<file path="src/rtl/handshake_tx.sv">
// Transmit end of the valid/ready stream: a DEPTH-entry circular FIFO feeding a
// registered output slice, with every PKT_LEN-th beat marked by LAST_DOWN.
module handshake_tx #(
   parameter int WIDTH   = 8,
   parameter int DEPTH   = 4,
   parameter int PKT_LEN = 4
) (
   input  logic                         CLK,
   input  logic                         RESET,
   input  logic                         WR_EN,
   input  logic [WIDTH-1:0]             WR_DATA,
   output logic                         FULL,
   output logic [$clog2(DEPTH+1)-1:0]   COUNT,
   output logic                         OVERFLOW,
   output logic                         VALID_DOWN,
   input  logic                         READY_DOWN,
   output logic [WIDTH-1:0]             DATA_DOWN,
   output logic                         LAST_DOWN
);

   localparam int PTR_W = $clog2(DEPTH);
   localparam int CNT_W = $clog2(DEPTH + 1);
   localparam int PKT_W = (PKT_LEN > 1) ? $clog2(PKT_LEN) : 1;

   logic [WIDTH-1:0] mem [DEPTH];
   logic [PTR_W-1:0] wr_ptr;
   logic [PTR_W-1:0] rd_ptr;
   logic [PKT_W-1:0] pkt_cnt;

   logic             fifo_empty;
   logic             wr_accept;
   logic             load_en;
   logic             xfer;
   logic             pkt_last;
   logic [CNT_W-1:0] count_next;

   // NOTE: every signal written here gets a value before any branch, so no latch can form.
   always_comb begin
      fifo_empty = (COUNT == '0);
      wr_accept  = WR_EN && !FULL;
      // Output slice refills when empty or when its current beat leaves this edge;
      // READY_DOWN only gates the load, never VALID_DOWN directly.
      load_en    = !fifo_empty && (!VALID_DOWN || READY_DOWN);
      xfer       = VALID_DOWN && READY_DOWN;
      pkt_last   = (pkt_cnt == PKT_W'(PKT_LEN - 1));
      count_next = COUNT + CNT_W'(wr_accept) - CNT_W'(load_en);
   end

   // NOTE: the storage array carries no reset; its contents are only read behind rd_ptr/COUNT.
   always_ff @(posedge CLK) begin
      if (wr_accept) begin
         mem[wr_ptr] <= WR_DATA;
      end
   end

   // NOTE: all state below uses non-blocking assignments so every register sees pre-edge values.
   always_ff @(posedge CLK) begin
      if (RESET) begin
         wr_ptr     <= '0;
         rd_ptr     <= '0;
         pkt_cnt    <= '0;
         COUNT      <= '0;
         FULL       <= 1'b0;
         OVERFLOW   <= 1'b0;
         VALID_DOWN <= 1'b0;
         DATA_DOWN  <= '0;
         LAST_DOWN  <= 1'b0;
      end else begin
         if (wr_accept) begin
            wr_ptr <= wr_ptr + PTR_W'(1);
         end
         if (WR_EN && FULL) begin
            OVERFLOW <= 1'b1;
         end

         COUNT <= count_next;
         FULL  <= (count_next == CNT_W'(DEPTH));

         if (load_en) begin
            rd_ptr     <= rd_ptr + PTR_W'(1);
            VALID_DOWN <= 1'b1;
            DATA_DOWN  <= mem[rd_ptr];
            LAST_DOWN  <= pkt_last;
            pkt_cnt    <= pkt_last ? '0 : pkt_cnt + PKT_W'(1);
         end else if (xfer) begin
            VALID_DOWN <= 1'b0;
         end
      end
   end

endmodule

</file>
<file path="config.mk">
export PLATFORM = sky130hd
export DESIGN_NAME = handshake_tx
export DESIGN_NICKNAME = d
export VERILOG_FILES = /design/src/rtl/handshake_tx.sv
export SDC_FILE = /design/constraint.sdc
export NUM_CORES = 1
export LEC_CHECK = 0
export BUFFER_PORTS_ARGS = -buffer_cell sky130_fd_sc_hd__buf_2
export CORE_ASPECT_RATIO = 1.75
export CORE_UTILIZATION = 40
export DETAILED_ROUTE_END_ITERATION = 10
export GPL_ROUTABILITY_DRIVEN = 1
export SYNTH_ARGS = -nofsm -noshare
export SYNTH_HDL_FRONTEND = slang
export SYNTH_SLANG_ARGS = --single-unit
</file>
<file path="constraint.sdc">
create_clock -name CLK -period 6.31 [get_ports CLK]
set_clock_uncertainty 0.05 [all_clocks]
set_input_delay 0.3155 -clock CLK [delete_from_list [all_inputs] [get_ports CLK]]
set_output_delay 0.3155 -clock CLK [all_outputs]
set_load 0.01 [all_outputs]
</file>
# Word-level counts from Yosys, hierarchy flattened
# Memory sizes are Yosys's and may differ from the RTL's. A register that Yosys moved wholly into a read port is not among the register bits.
# Index checks and enable logic that the tools add are counted.
# W data, S select, Z words.
[totals]
ramBits = 32
regBits = 13
word_cells = 31
memories = 1
[mem_list]
columns = ["memory", "words", "width", "read_ports", "rd_ports_with_merged_regs", "write_ports", "line_no", "rtl"]
rows = [
  ["mem", 4, 8, 1, 1, 1, "25", "logic [WIDTH-1:0] mem [DEPTH];"],
]
[classes]
n_eq_ne = 2
muxes = 5
reduce_logical = 10
add_sub_neg = 5
[ops]
columns = ["op", "n"]
rows = [
  ["$add A2 B1 Y2 const B", 3],
  ["$logic_and A1 B1 Y1", 4],
  ["$mux W1", 4],
  ["$add A3 B1 Y3", 1],
  ["$eq A3 B3 Y1 const B", 1],
  ["$logic_not A1 Y1", 3],
  ["$logic_not A3 Y1", 1],
  ["$sub A3 B1 Y3", 1],
  ["$eq A2 B2 Y1 const B", 1],
  ["$mux W2", 1],
  ["$reduce_bool A2 Y1", 1],
  ["$logic_or A1 B1 Y1", 1],
]

# Longest topological paths before layout
[depth]
ltp_word = 5
mapped_depth = 11
ltp_nobuf = 10

# Least setup slack after synthesis
# Ideal clock, no wire load.
[synth_timing]
kind = "register to register"
from = "register COUNT[1]"
to = "register FULL"
slack_ns = 4.067
stages_incl_launch_ff = 11
arrival_time_ns = 2.097
cell_sequence = "dfxtp_1 > nor3_2 > nor2_1 > ha_1 > inv_1 > ha_1 > inv_1 > fa_1 > xor2_1 > xnor2_1 > nor4b_1"
[synth_via]
elab_chain_len = 5
[synth_rtl]
columns = ["item", "line_no", "rtl"]
rows = [
  ["start, declared", "13", "output logic [$clog2(DEPTH+1)-1:0] COUNT,"],
  ["start signal, assigned", "76", "COUNT <= count_next;"],
  ["$logic_not A3 Y1", "39", "fifo_empty = (COUNT == '0);"],
  ["$logic_not A1 Y1", "43", "load_en = !fifo_empty && (!VALID_DOWN || READY_DOWN);"],
  ["$logic_and A1 B1 Y1", "43", ""],
  ["net load_en", "32", "logic load_en;"],
  ["$sub A3 B1 Y3", "46", "count_next = COUNT + CNT_W'(wr_accept) - CNT_W'(load_en);"],
  ["$eq A3 B3 Y1", "77", "FULL <= (count_next == CNT_W'(DEPTH));"],
  ["end signal, assigned", "77", ""],
  ["end, declared", "12", "output logic FULL,"],
]
# The timed path passes the listed nets, and every way through them passes these cells.
# A chain may end at the register's enable or synchronous reset.

# Worst setup path in the final report
# Ends and elaborated chain as after synthesis.

==> insert_results.sql <==
INSERT INTO impl_metrics (metric_group, metric, value, unit) VALUES
('synthesis', 'synth_area_leaders', 'sky130_fd_sc_hd__edfxtp_1, sky130_fd_sc_hd__dfxtp_1, sky130_fd_sc_hd__mux4_2', ''),
('pwr', 'power_frac_seq', '0.461', ''),
('status', 'failed_checks', 'design-rule violations', ''),
('critical_path', 'worstPathArrival', '3050', 'ps'),
('routing', 'drt_first_iter_violations', '54', ''),
('worst_hold_path', 'min_path_type', 'in2reg', ''),
('place', 'gp_congestion', '0.6702', ''),
('pwr', 'worst_ir_drop_vdd', '192.3', 'uV'),
('critical_path', 'cp_slowest_cell', 'sky130_fd_sc_hd__nor3_2', ''),
('synthesis', 'synth_simple_gate_area_share', '0.07881', ''),
('synthesis', 'synth_xor_xnor_area_share', '0.01254', ''),
('routing', 'detailedRoute.firstPassIterationCount', '7', ''),
('synthesis', 'largest_family_of_logic_cells_by_synthesized_area', 'multiplexers', ''),
('synthesis', 'ys_seq_elements', '53', ''),
('place', 'buffer_ports.inserted', '26', ''),
('sta', 'report.final.setup_viol', '0', ''),
('finish', 'final_cell_count_without_fillers', '225', ''),
('critical_path', 'critical_path.max_fanout', '16', ''),
('global_routing', 'first_pass_grt_wire_length', '6.141', 'mm'),
('status', 'run_status', 'finished with violations', ''),
('synthesis', 'synth_area_per_inst', '14.35', 'um^2'),
('routing', 'vias_per_cell', '5.324', ''),
('pwr', 'total_switching_power', '0.3364', 'mW'),
('finish', 'layout-drive-gt1-share', '0.2456', ''),
('critical_path', 'max_stage_delay', '700', 'ps'),
('critical_path', 'path_cells', 'nor3_2, nor2_1, ha_1, inv_1, ha_1, inv_1, fa_1, xor2_1, xnor2_1, nor4b_1', ''),
('sta', 'fin_tns_setup', '0', 'ps'),
('global_routing', 'grtUsageTotal', '0.1457', ''),
('place', 'placed_cells_incl_taps', '217', ''),
('sta', 'period_minus_slack', '2903', 'ps'),
('die', 'die_y', '97.76', 'um'),
('clock_network', 'holdBufCountCts', '0', ''),
('global_routing', 'number_of_antenna_violations_at_the_first_check_in_global_routing', '0', ''),
('critical_path', 'critPathCaptureType', 'flop', ''),
('die', 'floorplan.initialDensity', '0.4175', ''),
('pwr', 'clock_power_share', '0.249', ''),
('clock_network', 'skew_pair_late_insertion_delay', '300', 'ps'),
('clock_network', 'tritoncts_num_sinks', '53', ''),
('synthesis', 'multiplexer_fraction_of_the_synthesized_cell_area', '0.09433', ''),
('global_routing', 'vias_in_the_first_global_route', '1267', ''),
('routing', 'dr_total_vias', '1198', ''),
('critical_path', 'critical_path_cell_count', '10', ''),
('die', 'core-area', '5020', 'um^2'),
('critical_path', 'worst_r2r_path_depth', '10', ''),
('clock_network', 'cts_repair_resize_count', '0', ''),
('synthesis', 'synth_cell_types', '29', ''),
('pwr', 'power.switching_fraction', '0.3100', ''),
('clock_network', 'numCtsBuffers', '5', ''),
('pwr', 'p_comb_frac', '0.290', ''),
('die', 'fp.dieArea', '5544', 'um^2'),
('global_routing', 'grt_remaining_overflow', '0', ''),
('routing', 'drc_viols', '1', ''),
('sta', 'max-slew-margin-rel', '0.4435', ''),
('routing', 'route.antenna.remaining_nets', '0', ''),
('routing', 'avgRoutedWirePerCell', '15.96', 'um'),
('finish', 'layout-area-overhead-vs-synth', '13.73', '%'),
('pwr', 'pwr_density_cell', '455.2', 'nW/um^2'),
('synthesis', 'synth.cell_area', '2096', 'um^2'),
('critical_path', 'worstPathBufferInverterCount', '2', ''),
('die', 'chip_width', '56.72', 'um'),
('run', 'maxCapViolations', '0', ''),
('finish', 'finish.utilization', '0.4748', ''),
('synthesis', 'synth_nets', '166', ''),
('critical_path', 'start_kind', 'flop', ''),
('sta', 'hold_viol', '0', ''),
('critical_path', 'cp_top_family', 'simple AND/OR/NAND/NOR gates', ''),
('finish', 'n_antenna_cell', '0', ''),
('clock_network', 'clkTransAtPathRegs', '100', 'ps'),
('sta', 'tightest_pin_transition', '833.0', 'ps'),
('synthesis', 'post_synth_fa_ha_maj_area_fraction', '0.05134', ''),
('die', 'std_cell_rows', '34', '');
## final cells by class
class                   count  share of cell area
flip-flops and latches     53              0.5795
multi-input cells          78              0.2703
repair buffers             26             0.05459
inverters                   6            0.009449
clock inverters             3             0.02887
clock buffers               5             0.02887
well taps                  54             0.02835
## final timing paths
check	endpoint	slack (ps)	from
worst max-delay path	FULL	3410	COUNT[1]
worst min-delay path	mem[0][7]	180	WR_DATA[7]
worst max register to register	FULL	3410	COUNT[1]
worst min register to register	DATA_DOWN[1]	440	DATA_DOWN[1]
## cell families after synthesis
kind of cell / Yosys count
fa+ha+maj: 8
mux: 9
compound gates: 28
simple gates: 30
buf+inv: 15
xor+xnor: 3
flops: 53
## metrics by stage
step | area (um^2) | setup slack (ps)
after global placement | 2246 | 3619
after global routing | 2384 | 3163
after floorplan | 2096 | 4067
after CTS | 2384 | 3405
after detailed placement | 2246 | 3377
final | 2384 | 3407
## sequential cells by signal (all words and copies together), names as in the netlist
name	cells
mem	32
OVERFLOW	1
LAST_DOWN	1
COUNT	3
pkt_cnt	2
VALID_DOWN	1
FULL	1
wr_ptr	2
DATA_DOWN	8
rd_ptr	2
## layout by cell type (no fill, tap or decap)
cell type and n:
sky130_fd_sc_hd__a21oi_1 14, sky130_fd_sc_hd__a311oi_1 1, sky130_fd_sc_hd__a31o_1 1, sky130_fd_sc_hd__and2_1 4
sky130_fd_sc_hd__buf_2 26, sky130_fd_sc_hd__bufinv_16 2, sky130_fd_sc_hd__clkbuf_8 5, sky130_fd_sc_hd__dfxtp_1 21
sky130_fd_sc_hd__edfxtp_1 32, sky130_fd_sc_hd__fa_1 1, sky130_fd_sc_hd__ha_1 7, sky130_fd_sc_hd__inv_1 5
sky130_fd_sc_hd__inv_2 1, sky130_fd_sc_hd__inv_6 1, sky130_fd_sc_hd__mux2i_1 1, sky130_fd_sc_hd__mux4_1 2
sky130_fd_sc_hd__mux4_2 6, sky130_fd_sc_hd__nand2b_1 1, sky130_fd_sc_hd__nand3_1 10, sky130_fd_sc_hd__nor2_1 7
sky130_fd_sc_hd__nor2b_1 3, sky130_fd_sc_hd__nor3_2 1, sky130_fd_sc_hd__nor4b_1 1, sky130_fd_sc_hd__o21ai_0 9
sky130_fd_sc_hd__o21ai_1 3, sky130_fd_sc_hd__or3_1 2, sky130_fd_sc_hd__or4_1 1, sky130_fd_sc_hd__xnor2_1 2
sky130_fd_sc_hd__xor2_1 1
## cell usage after synthesis, drive strengths merged
cell    count
mux2i       1
buf         5
nand3      10
nand2b      1
nor2        7
xnor2       2
nor3        1
xor2        1
mux4        8
nor4b       1
a311oi      1
edfxtp     32
ha          7
clkbuf      4
nor2b       3
a31o        1
dfxtp      21
or4         1
fa          1
inv         6
and2        4
or3         2
o21ai      12
a21oi      14
## power by group through the flow
stage | sequential (mW) | combinational [mW] | clock [mW]
6_report | 0.500 | 0.315 | 0.270
5_1_grt | 0.513 | 0.360 | 0.289
3_3_place_gp | 0.505 | 0.304 | 0
3_5_place_dp | 0.511 | 0.319 | 0
4_1_cts | 0.502 | 0.321 | 0.278
2_1_floorplan | 0.498 | 0.239 | 0
## layer usage
layer / vias up / share of wire / track usage
met5: - / 0 / 0
met4: 0 / 0.0078 / 0.05577
met3: 2 / 0.027 / 0.02914
met2: 19 / 0.57 / 0.2628
met1: 592 / 0.40 / 0.1653
li1: 585 / - / -
Power figures use the tool's default switching activity.
